--- config.mk ---
export PLATFORM = sky130hd
export DESIGN_NAME = register_pipe
export DESIGN_NICKNAME = d
export VERILOG_FILES = /design/src/rtl/register_pkg.sv /design/src/rtl/register_stage.sv /design/src/rtl/register_pipe.sv
export SDC_FILE = /design/constraint.sdc
export NUM_CORES = 1
export LEC_CHECK = 0
export ABC_AREA = 0
export CAP_MARGIN = 10
export CORE_MARGIN = 10
export CORE_UTILIZATION = 42
export DETAILED_ROUTE_END_ITERATION = 12
export GPL_TIMING_DRIVEN = 0
export PLACE_DENSITY = 0.74
export SLEW_MARGIN = 5
export SYNTH_ARGS = -nofsm -noshare
export SYNTH_HDL_FRONTEND = slang
export SYNTH_HIERARCHICAL = 1
export SYNTH_SLANG_ARGS = --single-unit
export TNS_END_PERCENT = 30
--- constraint.sdc ---
create_clock -name i_clk -period 1.2 [get_ports i_clk]
set_clock_uncertainty 0.1 [all_clocks]
set_input_delay 0.18 -clock i_clk [delete_from_list [all_inputs] [get_ports i_clk]]
set_output_delay 0.18 -clock i_clk [all_outputs]
set_load 0.01 [all_outputs]
--- src/rtl/register_pkg.sv ---
// Shared constants and helpers for the elastic register pipeline.
package register_pkg;

   // Default data values loaded by reset/flush and by preset.
   localparam int unsigned DefResetValue = 0;
   localparam int unsigned DefSetValue   = 1;

   // Width needed to hold a count from 0 to depth inclusive.
   function automatic int unsigned clog2p1(input int unsigned depth);
      return $clog2(depth + 1);
   endfunction

endpackage

--- src/rtl/register_stage.sv ---
// One valid/data stage of the elastic pipeline.
module register_stage
   import register_pkg::*;
#(
   parameter int unsigned      WIDTH       = 8,
   parameter logic [WIDTH-1:0] RESET_VALUE = WIDTH'(DefResetValue)
) (
   input  logic             i_clk,
   input  logic             i_rst,
   input  logic             i_load,
   input  logic             i_src_valid,
   input  logic [WIDTH-1:0] i_src_data,
   input  logic             i_flush,
   input  logic             i_preset_en,
   input  logic             i_preset_valid,
   input  logic [WIDTH-1:0] i_preset_value,
   output logic             o_valid,
   output logic [WIDTH-1:0] o_data
);

   logic             v_q, v_d;
   logic [WIDTH-1:0] d_q, d_d;

   // Next state: preset beats flush beats normal advance; data holds across bubbles.
   always_comb begin
      v_d = v_q;
      d_d = d_q;
      if (i_preset_en) begin
         v_d = i_preset_valid;
         d_d = i_preset_value;
      end else if (i_flush) begin
         v_d = 1'b0;
         d_d = RESET_VALUE;
      end else if (i_load) begin
         v_d = i_src_valid;
         if (i_src_valid) begin
            d_d = i_src_data;
         end
      end
   end

   // Stage registers with asynchronous reset.
   always_ff @(posedge i_clk or posedge i_rst) begin
      if (i_rst) begin
         v_q <= 1'b0;
         d_q <= RESET_VALUE;
      end else begin
         v_q <= v_d;
         d_q <= d_d;
      end
   end

   assign o_valid = v_q;
   assign o_data  = d_q;

endmodule

--- src/rtl/register_pipe.sv ---
// Elastic register pipeline: DEPTH valid/ready stages with bubble collapsing,
// flush, preset and occupancy count.
module register_pipe
   import register_pkg::*;
#(
   parameter int unsigned      WIDTH       = 8,
   parameter int unsigned      DEPTH       = 2,
   parameter logic [WIDTH-1:0] RESET_VALUE = WIDTH'(DefResetValue),
   parameter logic [WIDTH-1:0] SET_VALUE   = WIDTH'(DefSetValue)
) (
   input  logic                          i_clk,
   input  logic                          i_rst,
   input  logic                          i_valid,
   output logic                          o_ready,
   input  logic [WIDTH-1:0]              i_data,
   output logic                          o_valid,
   input  logic                          i_ready,
   output logic [WIDTH-1:0]              o_data,
   input  logic                          i_flush,
   input  logic                          i_set,
   output logic [clog2p1(DEPTH)-1:0]     o_count
);

   localparam int unsigned CntW = clog2p1(DEPTH);

   logic [DEPTH-1:0] v;
   logic [WIDTH-1:0] d     [DEPTH];
   logic [DEPTH-1:0] src_v;
   logic [WIDTH-1:0] src_d [DEPTH];
   logic [DEPTH:0]   can;
   logic [CntW-1:0]  count;

   // Advance chain: a stage may load if it is empty or the stage after it moves.
   always_comb begin
      can        = '0;
      can[DEPTH] = i_ready;
      for (int k = DEPTH - 1; k >= 0; k--) begin
         can[k] = ~v[k] | can[k+1];
      end
   end

   for (genvar k = 0; k < DEPTH; k++) begin : g_stage
      if (k == 0) begin : g_src_in
         assign src_v[k] = i_valid;
         assign src_d[k] = i_data;
      end else begin : g_src_prev
         assign src_v[k] = v[k-1];
         assign src_d[k] = d[k-1];
      end

      register_stage #(
         .WIDTH       (WIDTH),
         .RESET_VALUE (RESET_VALUE)
      ) u_stage (
         .i_clk          (i_clk),
         .i_rst          (i_rst),
         .i_load         (can[k]),
         .i_src_valid    (src_v[k]),
         .i_src_data     (src_d[k]),
         .i_flush        (i_flush),
         .i_preset_en    (i_set),
         .i_preset_valid ((k == DEPTH - 1)),
         .i_preset_value ((k == DEPTH - 1) ? SET_VALUE : RESET_VALUE),
         .o_valid        (v[k]),
         .o_data         (d[k])
      );
   end

   // Occupancy is the popcount of the stage valid bits.
   always_comb begin
      count = '0;
      for (int k = 0; k < DEPTH; k++) begin
         count = count + CntW'(v[k]);
      end
   end

   assign o_ready = can[0] & ~i_set;
   assign o_valid = v[DEPTH-1];
   assign o_data  = d[DEPTH-1];
   assign o_count = count;

endmodule
# Word level (Yosys, flattened, before mapping)
# Cells that the tools add are included.
# word_totals
inputBits,14
wordCells,31
ff_bits,18
# classes
n_addsub,1
mux,14
reduce_logical,6
bitwise,6
# ops
op,n
2-to-1 mux 8 bit,8
nonzero test 3 bit,4
2-to-1 mux 1 bit,6
AND reduction 2 bit,2
NOT 1 bit,3
adder 1 x 1 -> 2 bit,1
OR 1 bit,2
AND 1 bit,1

# Logic depth before layout (Yosys ltp)
# Gate-level depths: netlist of run 1.
# depth
word_depth,6
ltp_mapped,4

# Cells and area by module
# The synthesis of run 1 kept the hierarchy.
# by_module_without_submodules
mod,cells_each,n_inst,area_per_inst_um2
register_stage,41,2,436.7
register_pipe,6,1,60.1

# Least setup slack after synthesis of run 1
# No wires, ideal clock.
# synth_path
kind,reg-to-reg
start,reg g_stage[1].u_stage.v_q
end,reg g_stage[1].u_stage.d_q[0]
arrival_time_ps,1041
path_stages_with_launch,5
required_ps,979
n_path_buf,0
path_slack_ps,-62
cell_sequence,dfrtp_1 > nand2b_1 > nand2_2 > mux2i_1 > o21ai_1
# synth_between
elab_chain_cells,4
# synth_rtl
item,line,text
"start, declared",register_stage.sv:21,"logic v_q, v_d;"
"start signal, assigned",register_stage.sv:48,v_q <= v_d;
NOT 1 bit,register_pipe.sv:38,can[k] = ~v[k] | can[k+1];
OR 1 bit,register_pipe.sv:38,
via can[1],register_pipe.sv:30,logic [DEPTH:0] can;
nonzero test 3 bit (no line),-,
AND reduction 2 bit (no line),-,
"end signal, assigned",register_stage.sv:46,d_q <= RESET_VALUE;
"end signal, assigned",register_stage.sv:49,d_q <= d_d;
"end, declared",register_stage.sv:22,"logic [WIDTH-1:0] d_q, d_d;"
# The timed path passes the listed nets, and every way through them passes these cells.
# A chain may end at the register's enable or synchronous reset.

# Worst setup path after layout of run 1
# layout_path
start,reg g_stage[0].u_stage.v_q
end,out o_count[0]
# layout_between
elab_chain_cells,1
# layout_rtl
item,line,text
"start, declared",register_stage.sv:21,
"start signal, assigned",register_stage.sv:48,
adder 1 x 1 -> 2 bit,register_pipe.sv:73,count = count + CntW'(v[k]);
"end, declared",register_pipe.sv:21,output logic [clog2p1(DEPTH)-1:0] o_count
# Every way passes these cells.

==> summary.txt, run 1 <==
CTS
  • CTS tree: built
  • Root Driver: clkbuf_4
  • Clock Latency Late Sink: roughly 290 ps
  • Clk sinks: 18
  • Maximum root-to-sink buffer count: 2
  • CTS buffer count: 3
  • Cts hold-fix bufs: 0
  • Clock transition at path regs: ~110 ps
  • H-tree depth: 1

Hold path
  • Tightest Hold Check Type: in -> async

Flow run
  • Max Cap Viol: 0

Final layout
  • Core Util, Final: 0.6159
  • Area grow syn2layout: 43.16%
  • Non-Filler Instances: around 160
  • Fill cells: between 200 and 250
  • Layout cell share with drive strength beyond 1: 0.2426
  • ANT cells: 0
  • Nets@finish: ~150

Setup path
  • Crit start category: flip-flop
  • CP endpoint kind: primary output
  • Critical Path RT: around 900 ps
  • Worst endpoint data arrival time: roughly 1100 ps
  • Worst setup path class: reg -> out
  • Crit-path max FO: 3

Yosys
  • Post-synth ARST share: 1.000
  • Most frequent cells after synthesis: dfrtp_1 (18), mux2i_1 (18), nand2_1 (18), o21ai_1 (16), buf_6 (4)
  • Synth Warn #: 6
  • Synthesized area: between 900 and 1000 sq um
  • Distinct cells, synth: 14
  • Ys flop type: dfrtp_1
  • Number of flops mapped to enable cells by yosys: 0
  • Synth Register Bits: 18
  • Avg Inst Size Synth: roughly 11 sq um
  • Cells after Synth: roughly 90
  • Dominant cell type by area after synthesis: dfrtp_1
  • Post-synth top area share: 0.4826
  • Largest cells by area after synthesis: dfrtp_1 (48%), mux2i_1 (19%), o21ai_1 (8.6%)
  • Sequential area share after synthesis: 0.4826

Route
  • First-pass detailed-route iteration total: 4
  • Final wirelength: between 2000 and 2500 microns
  • Avg WL per Cell: 13.07 microns
  • Initial DRC Count: 33
  • # DRC: 0
  • Routed vias: around 730
  • Antenna-violating nets left: 0
  • Via density: roughly 4.5

Run status
  • Status: finished, violations left
  • Failing checks: negative setup slack

STA
  • Fin crit period: 1403 ps
  • RSZ-0062 raised after global routing: yes
  • Slew Limit Fails: 0
  • Finish-stage setup viols: 13
  • Final period utilization: 1.169
  • Fin. Hold Viols: 0
  • Achievable Freq: between 700 and 800 MHz
  • Final WS setup: -202.5 ps

GRT
  • Via count of the first global-routing pass: 821
  • Gr usage total: 0.1067
  • First-pass GRT wire length: roughly 4000 microns
  • Largest net degree at the start of global routing: 11
  • Initial antenna violation count: 0
  • GRT Residual Overflow: 0

Placement
  • Input/output buffers: 25
  • Routability congestion estimate: 0.6932
  • DP HPWL: approximately 1700 microns
  • Placed insts: ~160

Die
  • Starting Density: 0.4302
  • Die width: 67.14 microns
  • Die area: around 4500 sq um
  • Row count: 17
  • Die height: roughly 67 microns
  • Boundary pin count: 26
  • Core area: 2170 sq um

Pwr
  • Pwr dens: roughly 1000 nW/um^2
  • VDD IR-drop max: ~0.87 mV
  • Total power: between 1 and 1.5 mW
  • Static Leak: 0.7171 nW
final timing paths:
check / start / to / slack (ps) / depth (start not counted)
max: g_stage[0].u_stage/o_valid$_DFFE_PP0P_ / o_count[0] / -200 / 2
min: i_rst / g_stage[1].u_stage/o_data[2]$_DFFE_PP0P_ / 60 / 2
max reg2reg: g_stage[1].u_stage/o_valid$_DFFE_PP0P_ / g_stage[1].u_stage/o_data[7]$_DFFE_PP0P_ / -60 / 5
min reg2reg: g_stage[0].u_stage/o_data[0]$_DFFE_PP0P_ / g_stage[0].u_stage/o_data[0]$_DFFE_PP0P_ / 470 / 2
max in group asynchronous: i_rst / g_stage[1].u_stage/o_valid$_DFFE_PP0P_ / 650 / 2
min in group i_clk: i_data[3] / g_stage[0].u_stage/o_data[3]$_DFFE_PP0P_ / 400 / 3
worst max-delay path: stages, from the launching register on:
cell and delay, ps:
dfrtp_2 460, ha_4 280, buf_6 90
cell usage in the layout (no fill, tap or decap), drive strengths merged, types with 2 or more instances in the layout:
master         netlist  routed
buf                  4      18
conb                 2      18
clkbuf               0       5
o21ai               18      18
nand2               20      20
inv                  2       2
dfrtp               18      18
mux2i               18      18
clkdlybuf4s50        0      12
or2                  2       2
final cells by class:
cell class	instances	area [sq um]	area share
Buffer	4	45.04	0.03371
Clock buffer	4	36.28	0.02715
Inverter	2	7.507	0.005618
Multi-Input combinational cell	80	529.3	0.3961
Sequential cell	18	452.9	0.3390
Tap cell	28	35.03	0.02622
Timing Repair Buffer	28	230.2	0.1723
metrics by stage:
| step | setup WS [ps] | cell area, sq um | hold slack (ps) | setup TNS [ps] |
|---|---|---|---|---|
| CTS | -210.0 | 1376 | 75.85 | -1167 |
| global placement | -543.9 | 1286 | 396.7 | -6835 |
| floorplan | 22.25 | 1001 | -92.15 | 0 |
| finish | -202.5 | 1336 | 62.45 | -900.5 |
| global route | -245.2 | 1336 | 86.79 | -2111 |
| detailed placement | -545.9 | 1286 | 396.4 | -7611 |
metal layers:
| layer | vias up | track usage | wire length, microns |
|---|---|---|---|
| met4 | 0 | 0.03077 | 25 |
| met2 | 18 | 0.1860 | 1108 |
| li1 | 377 | - | - |
| met5 | - | 0 | 0 |
| met1 | 336 | 0.1277 | 937 |
| met3 | 2 | 0.02479 | 72 |
state kept, by name (all words and copies together) (netlist names):
register and cells:
g_stage.u_stage/o_data 16, g_stage.u_stage/o_valid 2
cell families after synthesis:
logic type	after synthesis	share of synthesized area
other	2	0.008046
flip-flops	18	0.4826
AND/OR/NAND/NOR	25	0.1421
multiplexers	18	0.1930
AO/OA/AOI/OAI	18	0.1046
buffers and inverters	6	0.05630
adder cells (fa/ha/maj)	1	0.01340
power breakdown:
group / total [mW] / internal, mW / switching, mW
clock network: 0.368 / 0.185 / 0.183
registers: 0.692 / 0.655 / 0.0367
logic: 0.326 / 0.171 / 0.155
total: 1.39 / 1.01 / 0.375
what timing repair did:
action,in CTS,in global routing
setup buffers,3,0
gates cloned,0,0
gates resized for setup,46,9
pin swaps,0,0
setup endpoints to repair,30,27
Note: power is estimated with default switching activity, not from simulation.
==> inputs of run 2 (changes only) <==
- ABC_AREA: 0 -> unset
==> results of run 2 <==
Final layout, timing and power as in run 1 (identical DEF).
==> inputs of run 3 (changes only) <==
- REMOVE_ABC_BUFFERS: unset -> 1
==> run 3 against run 2 <==
Compared with the run above: the run still ends with negative setup slack left; non-clock buffer count down 4; clock power is 7.9% higher; critical path depth rose by 1; final cell count shrank 2.4%; combinational power shrank 2%; cell area decreased by 2.2%; routed wire length rose by 3.0%; sequential power barely moved; utilization fell by 1.4 points; sequential cell count unchanged; clock-buffer cell count unchanged; fmax is 3.7% lower.
==> summary.txt, run 3 (same netlist as run 1, synthesis figures left out) <==
Run status
  • Status: finished, violations left
  • Failing checks: negative setup slack

STA
  • Max-slew headroom: 0.6475
  • Fin crit period: 1456 ps (+53.74 ps)
  • Slew of the pin with the lowest slew margin: ~530 ps
  • Final period utilization: 1.214 (+0.04479)
  • Fin. Hold Viols: 0 (unchanged)
  • Hold WS: 48.62 ps (-13.82 ps)
  • Final WS setup: -256.3 ps (-53.74 ps)
  • Slew Limit Fails: 0 (unchanged)
  • Achievable Freq: 686.7 MHz (-3.7%)
  • Finish-stage setup viols: 13 (unchanged)
  • RSZ-0062 raised after global routing: yes

Placement
  • Input/output buffers: 25 (unchanged)
  • Routability congestion estimate: 0.6874 (-0.84%)
  • DP Worst Slack: -934.1 ps (-388.2 ps)

Final layout
  • Nets@finish: 148 (-2.6%)
  • Most frequent cells in the layout: nand2_1 (18), conb_1 (18), mux2i_1 (17)
  • Layout cell share with drive strength beyond 1: 0.2348 (-0.007799)
  • Max FFs per register: 16 (unchanged)
  • Fill cells: 206 (-2.4%)
  • Area grow syn2layout: 39.95%
  • ANT cells: 0 (unchanged)

GRT
  • First-pass GRT wire length: 3629 microns (-6.7%)
  • Met1 Track Usage GR: 0.1153 (-0.01235)
  • GRT Residual Overflow: 0 (unchanged)
  • Initial antenna violation count: 0 (unchanged)
  • Via count of the first global-routing pass: 772 (-6.0%)
  • Met2 Use GR: 0.1860 (unchanged)
  • Gr busiest metal: met2
  • Met3 usage: 0.01653 (-0.008264)
  • Gr usage total: 0.1068 (about the same)
  • Largest net degree at the start of global routing: 22 (+11)

Setup path
  • Worst R2R Start: g_stage[1].u_stage/o_valid$_DFFE_PP0P_
  • Critical-path cell list: nand3b_4 > nor2b_4 > buf_6
  • Worst setup path class: reg -> out
  • Worst path slowest cell: dfrtp_2
  • RR Endpoint: g_stage[1].u_stage/o_data[6]$_DFFE_PP0P_
  • Slowest Stage Delay on Critical Path: 460 ps (about the same)
  • Critical Path RT: 920 ps (about the same)
  • CP endpoint kind: primary output
  • Reg2reg path depth: 6 (+1)
  • Crit-path max FO: 3 (unchanged)
  • Worst R2R Setup Slack: -220 ps (-160 ps)
  • Worst endpoint data arrival time: 1180 ps (+60 ps)
  • Crit start category: flip-flop

Die
  • Row count: 17 (unchanged)
  • Die height: 67.14 microns (unchanged)
  • Core area: 2170 sq um (unchanged)
  • Die area: 4508 sq um (unchanged)
  • Die width: 67.14 microns (unchanged)
  • Boundary pin count: 26 (unchanged)
  • Starting Density: 0.4302 (unchanged)

Flow run
  • Max Cap Viol: 0 (unchanged)

Route
  • Via density: 4.488 (+0.40%)
  • Routed vias: 718 (-2.0%)
  • Final wirelength: 2207 microns (+3.0%)
  • Avg WL per Cell: 13.79 microns (+5.6%)
  • # DRC: 0 (unchanged)
  • Initial DRC Count: 13 (-61%)
  • First-pass detailed-route iteration total: 4 (unchanged)
  • Antenna-violating nets left: 0 (unchanged)

CTS
  • H-tree depth: 1 (unchanged)
  • Maximum root-to-sink buffer count: 2 (unchanged)
  • Clock Latency Late Sink: 310 ps (+20 ps)
  • CTS tree: built
  • Clock transition at path regs: 110 ps (about the same)
  • Clk sinks: 18 (unchanged)
  • Root Driver: clkbuf_4
  • Cts hold-fix bufs: 0 (unchanged)
  • CTS buffer count: 3 (unchanged)

Pwr
  • Pwr dens: 1079 nW/um^2 (+3.9%)
  • Static Leak: 0.6911 nW (-3.6%)
  • VDD IR-drop max: 0.5410 mV (-38%)

Hold path
  • Tightest Hold Check Type: in -> async
-- run 3: what timing repair did --
action / in CTS / in global routing
pin swaps: 3 / 2
setup endpoints to repair: 30 / 19
setup buffers: 3 / 0
resized for setup: 60 / 4
-- run 3: critical path, delay by kind of cell (launching register included) --
family | cells | cell delay (ps)
DFF | 1 | 460
and+or+nand+nor | 2 | 290
buffers and inverters | 1 | 110
-- run 3: metrics by stage --
step	power, mW	TNS [ps]	instance area [sq um]	util	instances
after floorplan	0.8520	-1054	948.4	-	100
after global placement	0.9980	-17160	1234	0.5686	153
after detailed placement	1.006	-17470	1234	0.5686	153
after CTS	1.399	-2330	1277	0.5888	160
after global routing	1.486	-3471	1306	0.6021	160
final	1.409	-2484	1306	0.6021	160
-- run 3: power breakdown --
group / leakage (nW) / internal [mW] / switching (mW) / total [mW]
clock network: 0.0210 / 0.186 / 0.211 / 0.397
logic: 0.446 / 0.164 / 0.158 / 0.321
registers: 0.224 / 0.655 / 0.0354 / 0.691
total: 0.691 / 1.00 / 0.404 / 1.41
-- run 3: worst max-delay path by stage --
stage                                      startpoint                                       end  slack [ps]  depth (start not counted)
6_report       g_stage[1].u_stage/o_valid$_DFFE_PP0P_                                   o_ready        -260                          3
5_1_grt        g_stage[1].u_stage/o_valid$_DFFE_PP0P_                                   o_ready        -300                          3
4_1_cts        g_stage[0].u_stage/o_valid$_DFFE_PP0P_                                o_count[0]        -280                          2
3_5_place_dp                                    i_set  g_stage[0].u_stage/o_data[2]$_DFFE_PP0P_        -930                          3
3_3_place_gp                                    i_set  g_stage[0].u_stage/o_data[6]$_DFFE_PP0P_        -890                          3
2_1_floorplan  g_stage[1].u_stage/o_valid$_DFFE_PP0P_  g_stage[1].u_stage/o_data[0]$_DFFE_PP0P_         -80                          4
-- run 3: cell type report --
| class | count | area [sq um] | share of cell area |
|---|---|---|---|
| Clock buffer | 4 | 36.28 | 0.02778 |
| Tap cell | 28 | 35.03 | 0.02682 |
| Inverter | 2 | 7.507 | 0.005747 |
| Multi-Input combinational cell | 80 | 541.8 | 0.4148 |
| Sequential cell | 18 | 452.9 | 0.3467 |
| Timing Repair Buffer | 28 | 232.7 | 0.1782 |
-- run 3: per-layer routing --
layer | vias up | wire length, microns
li1 | 365 | -
met1 | 335 | 897
met2 | 13 | 1207
met3 | 5 | 40
met4 | 0 | 61
met5 | - | 0
